## config.mk

```make
export PLATFORM = sky130hd
export DESIGN_NAME = fp_stream_unpacker_flat
export DESIGN_NICKNAME = d
export VERILOG_FILES = /design/src/rtl/fp_stream_unpacker_pkg.sv /design/src/rtl/fp_stream_unpacker_if.sv /design/src/rtl/fp_stream_unpacker.sv /design/src/flat_wrapper.sv
export SDC_FILE = /design/constraint.sdc
export NUM_CORES = 1
export LEC_CHECK = 0
export CAP_MARGIN = 10
export CORE_UTILIZATION = 44
export CTS_CLUSTER_SIZE = 8
export DETAILED_ROUTE_END_ITERATION = 16
export GPL_TIMING_DRIVEN = 0
export HOLD_SLACK_MARGIN = 0.02
export PLACE_DENSITY = 0.86
export REMOVE_ABC_BUFFERS = 1
export SLEW_MARGIN = 20
export SYNTH_ARGS = -nofsm -noshare
export SYNTH_HDL_FRONTEND = slang
export SYNTH_SLANG_ARGS = --single-unit
```

## constraint.sdc

```tcl
create_clock -name clk_scclang_global_0 -period 2.7 [get_ports clk_scclang_global_0]
set_clock_uncertainty 0.15 [all_clocks]
set_input_delay 0.81 -clock clk_scclang_global_0 [delete_from_list [all_inputs] [get_ports clk_scclang_global_0]]
set_output_delay 0.81 -clock clk_scclang_global_0 [all_outputs]
set_load 0.01 [all_outputs]
```

## src/rtl/fp_stream_unpacker_pkg.sv

```systemverilog
`default_nettype none
// ============================================================================
// Package : fp_stream_pkg
// Brief   : Default FP field widths, lane-count helper and shared types.
// Rev     : 1.0 - initial release
// ============================================================================
package fp_stream_pkg;

  localparam int DP_EXPO_W = 11;
  localparam int DP_FRAC_W = 52;
  localparam int SP_EXPO_W = 8;
  localparam int SP_FRAC_W = 23;

  // Template layout at the default (double) widths; modules re-declare the
  // same shape from their own parameters.
  typedef struct packed {
    logic                 sign;
    logic [DP_EXPO_W-1:0] expo;
    logic [DP_FRAC_W-1:0] frac;
  } fp_fields_t;

  typedef enum logic {
    ST_EMPTY = 1'b0,
    ST_HOLD  = 1'b1
  } state_t;

  function automatic int lanes_f(input int data_w, input int expo_w, input int frac_w);
    return data_w / (1 + expo_w + frac_w);
  endfunction

endpackage
`default_nettype wire

```

## src/rtl/fp_stream_unpacker_if.sv

```systemverilog
`default_nettype none
// ============================================================================
// Interface : fp_stream_unpacker_if
// Brief     : Packed-word input channel and unpacked FP output channel.
// Rev       : 1.0 - initial release
// ============================================================================
interface fp_stream_unpacker_if
  import fp_stream_pkg::*;
#(
  parameter int DATA_W = 64,
  parameter int EXPO_W = DP_EXPO_W,
  parameter int FRAC_W = DP_FRAC_W
);

  localparam int LANES = lanes_f(DATA_W, EXPO_W, FRAC_W);
  localparam int NUM_W = (LANES > 1) ? $clog2(LANES) : 1;

  logic [DATA_W-1:0] c_in_data_tdata;
  logic [NUM_W-1:0]  c_in_data_tnum;
  logic              c_in_data_tlast;
  logic              c_in_valid;
  logic              c_in_ready;

  logic [FRAC_W-1:0] c_out_data_frac;
  logic [EXPO_W-1:0] c_out_data_expo;
  logic              c_out_data_sign;
  logic              c_out_data_last;
  logic              c_out_valid;
  logic              c_out_ready;

  // Unpacker side
  modport slave (
    input  c_in_data_tdata, c_in_data_tnum, c_in_data_tlast, c_in_valid,
    output c_in_ready,
    output c_out_data_frac, c_out_data_expo, c_out_data_sign, c_out_data_last,
    output c_out_valid,
    input  c_out_ready
  );

  // Environment side: word producer and FP consumer
  modport master (
    output c_in_data_tdata, c_in_data_tnum, c_in_data_tlast, c_in_valid,
    input  c_in_ready,
    input  c_out_data_frac, c_out_data_expo, c_out_data_sign, c_out_data_last,
    input  c_out_valid,
    output c_out_ready
  );

endinterface
`default_nettype wire

```

## src/rtl/fp_stream_unpacker.sv

```systemverilog
`default_nettype none
// ============================================================================
// Module : fp_stream_unpacker
// Brief  : Splits packed words into one {sign,expo,frac} value per handshake.
//          Optional counters enabled by FP_STREAM_UNPACKER_STATS_EN.
// Rev    : 1.0 - initial release
// ============================================================================
module fp_stream_unpacker
  import fp_stream_pkg::*;
#(
  parameter int DATA_W = 64,
  parameter int EXPO_W = DP_EXPO_W,
  parameter int FRAC_W = DP_FRAC_W
) (
  input  wire logic           clk_scclang_global_0,
  input  wire logic           reset_scclang_global_5,
  fp_stream_unpacker_if.slave bus
`ifdef FP_STREAM_UNPACKER_STATS_EN
  ,
  output      logic [31:0]    stat_values,
  output      logic [31:0]    stat_packets
`endif
);

  localparam int FP_W  = 1 + EXPO_W + FRAC_W;
  localparam int LANES = lanes_f(DATA_W, EXPO_W, FRAC_W);
  localparam int NUM_W = (LANES > 1) ? $clog2(LANES) : 1;
  localparam int IDX_W = (DATA_W > 1) ? $clog2(DATA_W) : 1;
  localparam logic [NUM_W-1:0] LAST_LANE = NUM_W'(LANES - 1);

  generate
    if (LANES < 1) begin : g_lanes_invalid
      $error("fp_stream_unpacker: DATA_W too narrow for one FP value");
    end
  endgenerate

  typedef struct packed {
    logic              sign;
    logic [EXPO_W-1:0] expo;
    logic [FRAC_W-1:0] frac;
  } lane_t;

  state_t            full_q, full_d;
  logic [NUM_W-1:0]  lane_q, lane_d;
  logic [NUM_W-1:0]  nlanes_q, nlanes_d;
  logic              last_q, last_d;
  logic [DATA_W-1:0] word_q, word_d;

  logic              out_fire;
  logic              in_fire;
  logic              is_final;
  logic              in_ready;
  logic [IDX_W-1:0]  lane_base;
  lane_t             lane_fields;

  assign lane_base   = IDX_W'(32'(lane_q) * 32'(FP_W));
  assign lane_fields = word_q[lane_base +: FP_W];

  // Ready looks through to the consumer so the final lane and the next word
  // can trade places on the same edge.
  always_comb begin
    out_fire = (full_q == ST_HOLD) && bus.c_out_ready;
    is_final = (lane_q == nlanes_q);
    in_ready = !reset_scclang_global_5 &&
               ((full_q == ST_EMPTY) || (out_fire && is_final));
    in_fire  = bus.c_in_valid && in_ready;
  end

  always_comb begin
    full_d   = full_q;
    lane_d   = lane_q;
    nlanes_d = nlanes_q;
    last_d   = last_q;
    word_d   = word_q;
    if (in_fire) begin
      word_d   = bus.c_in_data_tdata;
      nlanes_d = (bus.c_in_data_tnum > LAST_LANE) ? LAST_LANE : bus.c_in_data_tnum;
      last_d   = bus.c_in_data_tlast;
      lane_d   = '0;
      full_d   = ST_HOLD;
    end else if (out_fire) begin
      if (is_final) begin
        full_d = ST_EMPTY;
      end else begin
        lane_d = lane_q + 1'b1;
      end
    end
  end

  always_ff @(posedge clk_scclang_global_0) begin
    if (reset_scclang_global_5) begin
      full_q   <= ST_EMPTY;
      lane_q   <= '0;
      nlanes_q <= '0;
      last_q   <= 1'b0;
      word_q   <= '0;
    end else begin
      full_q   <= full_d;
      lane_q   <= lane_d;
      nlanes_q <= nlanes_d;
      last_q   <= last_d;
      word_q   <= word_d;
    end
  end

  assign bus.c_in_ready      = in_ready;
  assign bus.c_out_valid     = (full_q == ST_HOLD);
  assign bus.c_out_data_sign = lane_fields.sign;
  assign bus.c_out_data_expo = lane_fields.expo;
  assign bus.c_out_data_frac = lane_fields.frac;
  assign bus.c_out_data_last = last_q && is_final;

`ifdef FP_STREAM_UNPACKER_STATS_EN
  logic [31:0] stat_values_q, stat_values_d;
  logic [31:0] stat_packets_q, stat_packets_d;

  // Both counters stick at all-ones rather than wrapping.
  always_comb begin
    stat_values_d  = stat_values_q;
    stat_packets_d = stat_packets_q;
    if (out_fire && (stat_values_q != '1)) begin
      stat_values_d = stat_values_q + 32'd1;
    end
    if (out_fire && last_q && is_final && (stat_packets_q != '1)) begin
      stat_packets_d = stat_packets_q + 32'd1;
    end
  end

  always_ff @(posedge clk_scclang_global_0) begin
    if (reset_scclang_global_5) begin
      stat_values_q  <= '0;
      stat_packets_q <= '0;
    end else begin
      stat_values_q  <= stat_values_d;
      stat_packets_q <= stat_packets_d;
    end
  end

  assign stat_values  = stat_values_q;
  assign stat_packets = stat_packets_q;
`endif

endmodule
`default_nettype wire

```

## src/flat_wrapper.sv

```systemverilog
// flat-port wrapper written by rule: the top's interface ports become plain ports
module fp_stream_unpacker_flat import fp_stream_pkg::*;
#(
  parameter int DATA_W = 64,
  parameter int EXPO_W = DP_EXPO_W,
  parameter int FRAC_W = DP_FRAC_W
)
  (clk_scclang_global_0, reset_scclang_global_5, bus_c_in_data_tdata, bus_c_in_data_tnum, bus_c_in_data_tlast, bus_c_in_valid, bus_c_in_ready, bus_c_out_data_frac, bus_c_out_data_expo, bus_c_out_data_sign, bus_c_out_data_last, bus_c_out_valid, bus_c_out_ready);
  fp_stream_unpacker_if #(.DATA_W(DATA_W), .EXPO_W(EXPO_W), .FRAC_W(FRAC_W)) bus_i ();
  input  wire logic clk_scclang_global_0;
  input  wire logic reset_scclang_global_5;
  input wire logic [$bits(bus_i.c_in_data_tdata)-1:0] bus_c_in_data_tdata;
  input wire logic [$bits(bus_i.c_in_data_tnum)-1:0] bus_c_in_data_tnum;
  input wire logic [$bits(bus_i.c_in_data_tlast)-1:0] bus_c_in_data_tlast;
  input wire logic [$bits(bus_i.c_in_valid)-1:0] bus_c_in_valid;
  output wire logic [$bits(bus_i.c_in_ready)-1:0] bus_c_in_ready;
  output wire logic [$bits(bus_i.c_out_data_frac)-1:0] bus_c_out_data_frac;
  output wire logic [$bits(bus_i.c_out_data_expo)-1:0] bus_c_out_data_expo;
  output wire logic [$bits(bus_i.c_out_data_sign)-1:0] bus_c_out_data_sign;
  output wire logic [$bits(bus_i.c_out_data_last)-1:0] bus_c_out_data_last;
  output wire logic [$bits(bus_i.c_out_valid)-1:0] bus_c_out_valid;
  input wire logic [$bits(bus_i.c_out_ready)-1:0] bus_c_out_ready;
  assign bus_i.c_in_data_tdata = bus_c_in_data_tdata;
  assign bus_i.c_in_data_tnum = bus_c_in_data_tnum;
  assign bus_i.c_in_data_tlast = bus_c_in_data_tlast;
  assign bus_i.c_in_valid = bus_c_in_valid;
  assign bus_c_in_ready = bus_i.c_in_ready;
  assign bus_c_out_data_frac = bus_i.c_out_data_frac;
  assign bus_c_out_data_expo = bus_i.c_out_data_expo;
  assign bus_c_out_data_sign = bus_i.c_out_data_sign;
  assign bus_c_out_data_last = bus_i.c_out_data_last;
  assign bus_c_out_valid = bus_i.c_out_valid;
  assign bus_i.c_out_ready = bus_c_out_ready;
  fp_stream_unpacker #(.DATA_W(DATA_W), .EXPO_W(EXPO_W), .FRAC_W(FRAC_W)) u_core (.clk_scclang_global_0(clk_scclang_global_0), .reset_scclang_global_5(reset_scclang_global_5), .bus(bus_i));
endmodule
```

==> results of run 1 <==
==> how the worst min path moves through the flow <==
stage,to,cells past startpoint
2_1_floorplan,u_core.lane_q$_SDFFE_PP0P_,1
3_3_place_gp,u_core.lane_q$_SDFFE_PP0P_,1
3_5_place_dp,u_core.lane_q$_SDFFE_PP0P_,1
4_1_cts,u_core.lane_q$_SDFFE_PP0P_,1
5_1_grt,u_core.lane_q$_SDFFE_PP0P_,1
6_report,u_core.lane_q$_SDFFE_PP0P_,1
==> cell type report <==
class | count | area (µm²) | share of cell area (%)
Tap cell | 75 | 93.8 | 2.07
Sequential cell | 67 | 1340 | 29.6
Clock inverter | 4 | 72.6 | 1.60
Multi-Input combinational cell | 139 | 1400 | 31.0
Timing Repair Buffer | 139 | 1460 | 32.3
Clock buffer | 12 | 155 | 3.43
==> power by group through the flow <==
stage          clock network, µW  logic, µW  registers, µW
2_1_floorplan                  0        189           1160
3_3_place_gp                   0        511           1120
3_5_place_dp                   0        523           1120
4_1_cts                      973        524           1100
5_1_grt                     1020        552           1110
6_report                     943        520           1100
==> layer usage <==
metal,GRT usage (%),share of wire (%),wire length [µm],vias up
met5,0,0,0,-
met4,6.21,1.3,79,0
met3,9.01,9.4,593,7
met2,29.9,47,2980,82
met1,21.5,42,2640,964
li1,-,-,-,996
==> placed cells by master, fill, tap and decap left out, types with 2 or more instances in the layout <==
cell	n
bufinv_16	2
clkbuf_8	11
mux2_2	16
clkdlybuf4s50_1	132
buf_16	4
mux2_4	50
dfxtp_1	67
nor2b_1	66
a21oi_1	2
==> registers in the layout, indices dropped and copies added, names as in the netlist <==
register	flops
u_core.last_q	1
u_core.lane_q	1
u_core.bus.c_out_valid	1
u_core.word_q	64
==> stage by stage <==
stage	utilization [%]	instance area [µm²]	TNS, ns	hold WS, ns	cells
floorplan	-	2740	-94.82	0.317	206
global placement	68.6	4180	-300.71	0.327	416
detailed placement	70.5	4300	-11.98	0.332	420
CTS	74.2	4520	0	0.369	436
global route	74.3	4530	0	0.380	436
finish	74.3	4530	0	0.368	436
==> cells by family (layout without fill, tap and decap cells) <==
logic type / Yosys count / count (layout) / synth area share [%]
simple gates: 70 / 70 / 15.5
flops: 67 / 67 / 47.0
mux: 66 / 66 / 32.6
buf+inv: 14 / 155 / 4.25
compound gates: 3 / 3 / 0.657
==> what timing repair did <==
item                       CTS  global route
resized for setup            4             1
hold buffers                 0             0
pin swaps                    0             0
setup endpoints to repair    1             5
==> worst max-delay path, delay by kind of cell <==
family                 cells  cell delay [ns]
muxes                      1             0.34
AOI/OAI and AO/OA          1             0.50
and+or+nand+nor            1             0.10
buffers and inverters      3             0.91
==> reports/metrics.yaml, run 1 <==
nets: 426
switching_power_uw: 571
path_class: "in -> reg"
r2r_start: "u_core.lane_q$_SDFFE_PP0P_"
postSynthCellCount: 220
port_buffers: 135
clk_pin_slew_worst_paths_ns: 0.07
dp_slack_ns: -0.373
startpoint: "bus_c_in_valid"
wl_per_cell_um: 14.4
grt_start_max_net_pins: 70
r2r_cells: 5
ant_nets: 0
n_fill_cell: 439
synth-seq-cells: 67
setup_slack_ns: 0.0890
coreArea_mm2: 0.00610
p_int_uw: 1990
tightest_slew_ns: 0.608
rsz0062_at_grt: "false"
power_frac_comb_pct: 20.3
synth_edf_count: 0
cp_slowest_cell: "clkdlybuf4s50_1"
yosysWarnings: 0
drv_cap: 0
setup-violations-final: 0
numCtsBuffers: 9
synth_top_area_share_pct: 47.0
cts_setup_buffers: 0
grt_pass1_vias: 1992
vdd_drop_max_v: 0.000481
max_stage_delay_ns: 0.50
hold_viol: 0
n_antenna_cell: 0
die_w_um: 82.6
htree_levels: 3
synth.avg_cell_area_um2: 13.0
synth-seq-area-share_pct: 47.0
dp_hpwl_mm: 4.32
dieArea_mm2: 0.00682
yosysMostFrequentCell: "dfxtp_1"
drt_iter0_drc: 55
endpoint: "u_core.word_q[46]$_SDFFE_PP0P_"
clock_tree.buffer_depth: 2
wirelength_mm: 6.29
power_leakage_uw: 0.00182
status: "finished clean"
cp_max_fo: 19
cts_sinks: 67
syn_area_mm2: 0.00286
overflow: 0
synth.distinct_cells: 14
post-route-period-util_pct: 96.7
cts_tree: "built"
vias: 2049
clock_latency_ns: 0.33
route.detailed.drc: 0
start_util_pct: 46.9
ys.flop_type: "dfxtp_1"
ios: 137
arrival_ns: 2.69
vias_per_cell: 4.70
grt_use_total_pct: 18.6
gp_congestion: 0.684
num_rows: 28
synth_area_leader_cell: "dfxtp_1"
p_seq_share_pct: 42.9
synth_common_cells: "dfxtp_1, nor2b_1, mux2_4"
holdCritStartpoint: "u_core.lane_q$_SDFFE_PP0P_"
hold_class: "reg -> reg"
grt_pass1_wl_mm: 9.42
max_slew_margin_pct: 59.4
antenna_found_initial: 0
cp_cell_sequence: "clkdlybuf4s50_1, nand2b_1, a21oi_4, buf_16, buf_16, mux2_2"
firstDrtPassIters: 4
final.min_clock_period_ns: 2.61
area_delta_synth_final_pct: 58.5
synthTopCellsByArea: "dfxtp_1, mux2_4, nor2b_1"
crit_required_ns: 2.78
slew_viol_final: 0
cp_common_cell: "buf_16"
drive_above_1_share_pct: 24.7
power_frac_clock_pct: 36.8
synth-async-reset-ratio_pct: 0
cts_root_buf: "clkbuf_8"
power_density_mw_per_mm2: 567
r2r_slack_ns: 0.66
r2r_end: "u_core.word_q[46]$_SDFFE_PP0P_"
worst_setup_path_start_kind: "input pin"
clock.fmax_ghz: 0.383
totalPowerFinal_uw: 2560
die_h_um: 82.6
cp-end-kind: "register"
swShare_pct: 22.3
No activity file was read; power rests on OpenSTA's default activity.
==> inputs of run 2 (changes only) <==
Settings changed: CTS_CLUSTER_DIAMETER set to 60, CTS_CLUSTER_SIZE 8 to 28.
==> results of run 2 <==
Final layout, timing and power as in run 1 (identical DEF).
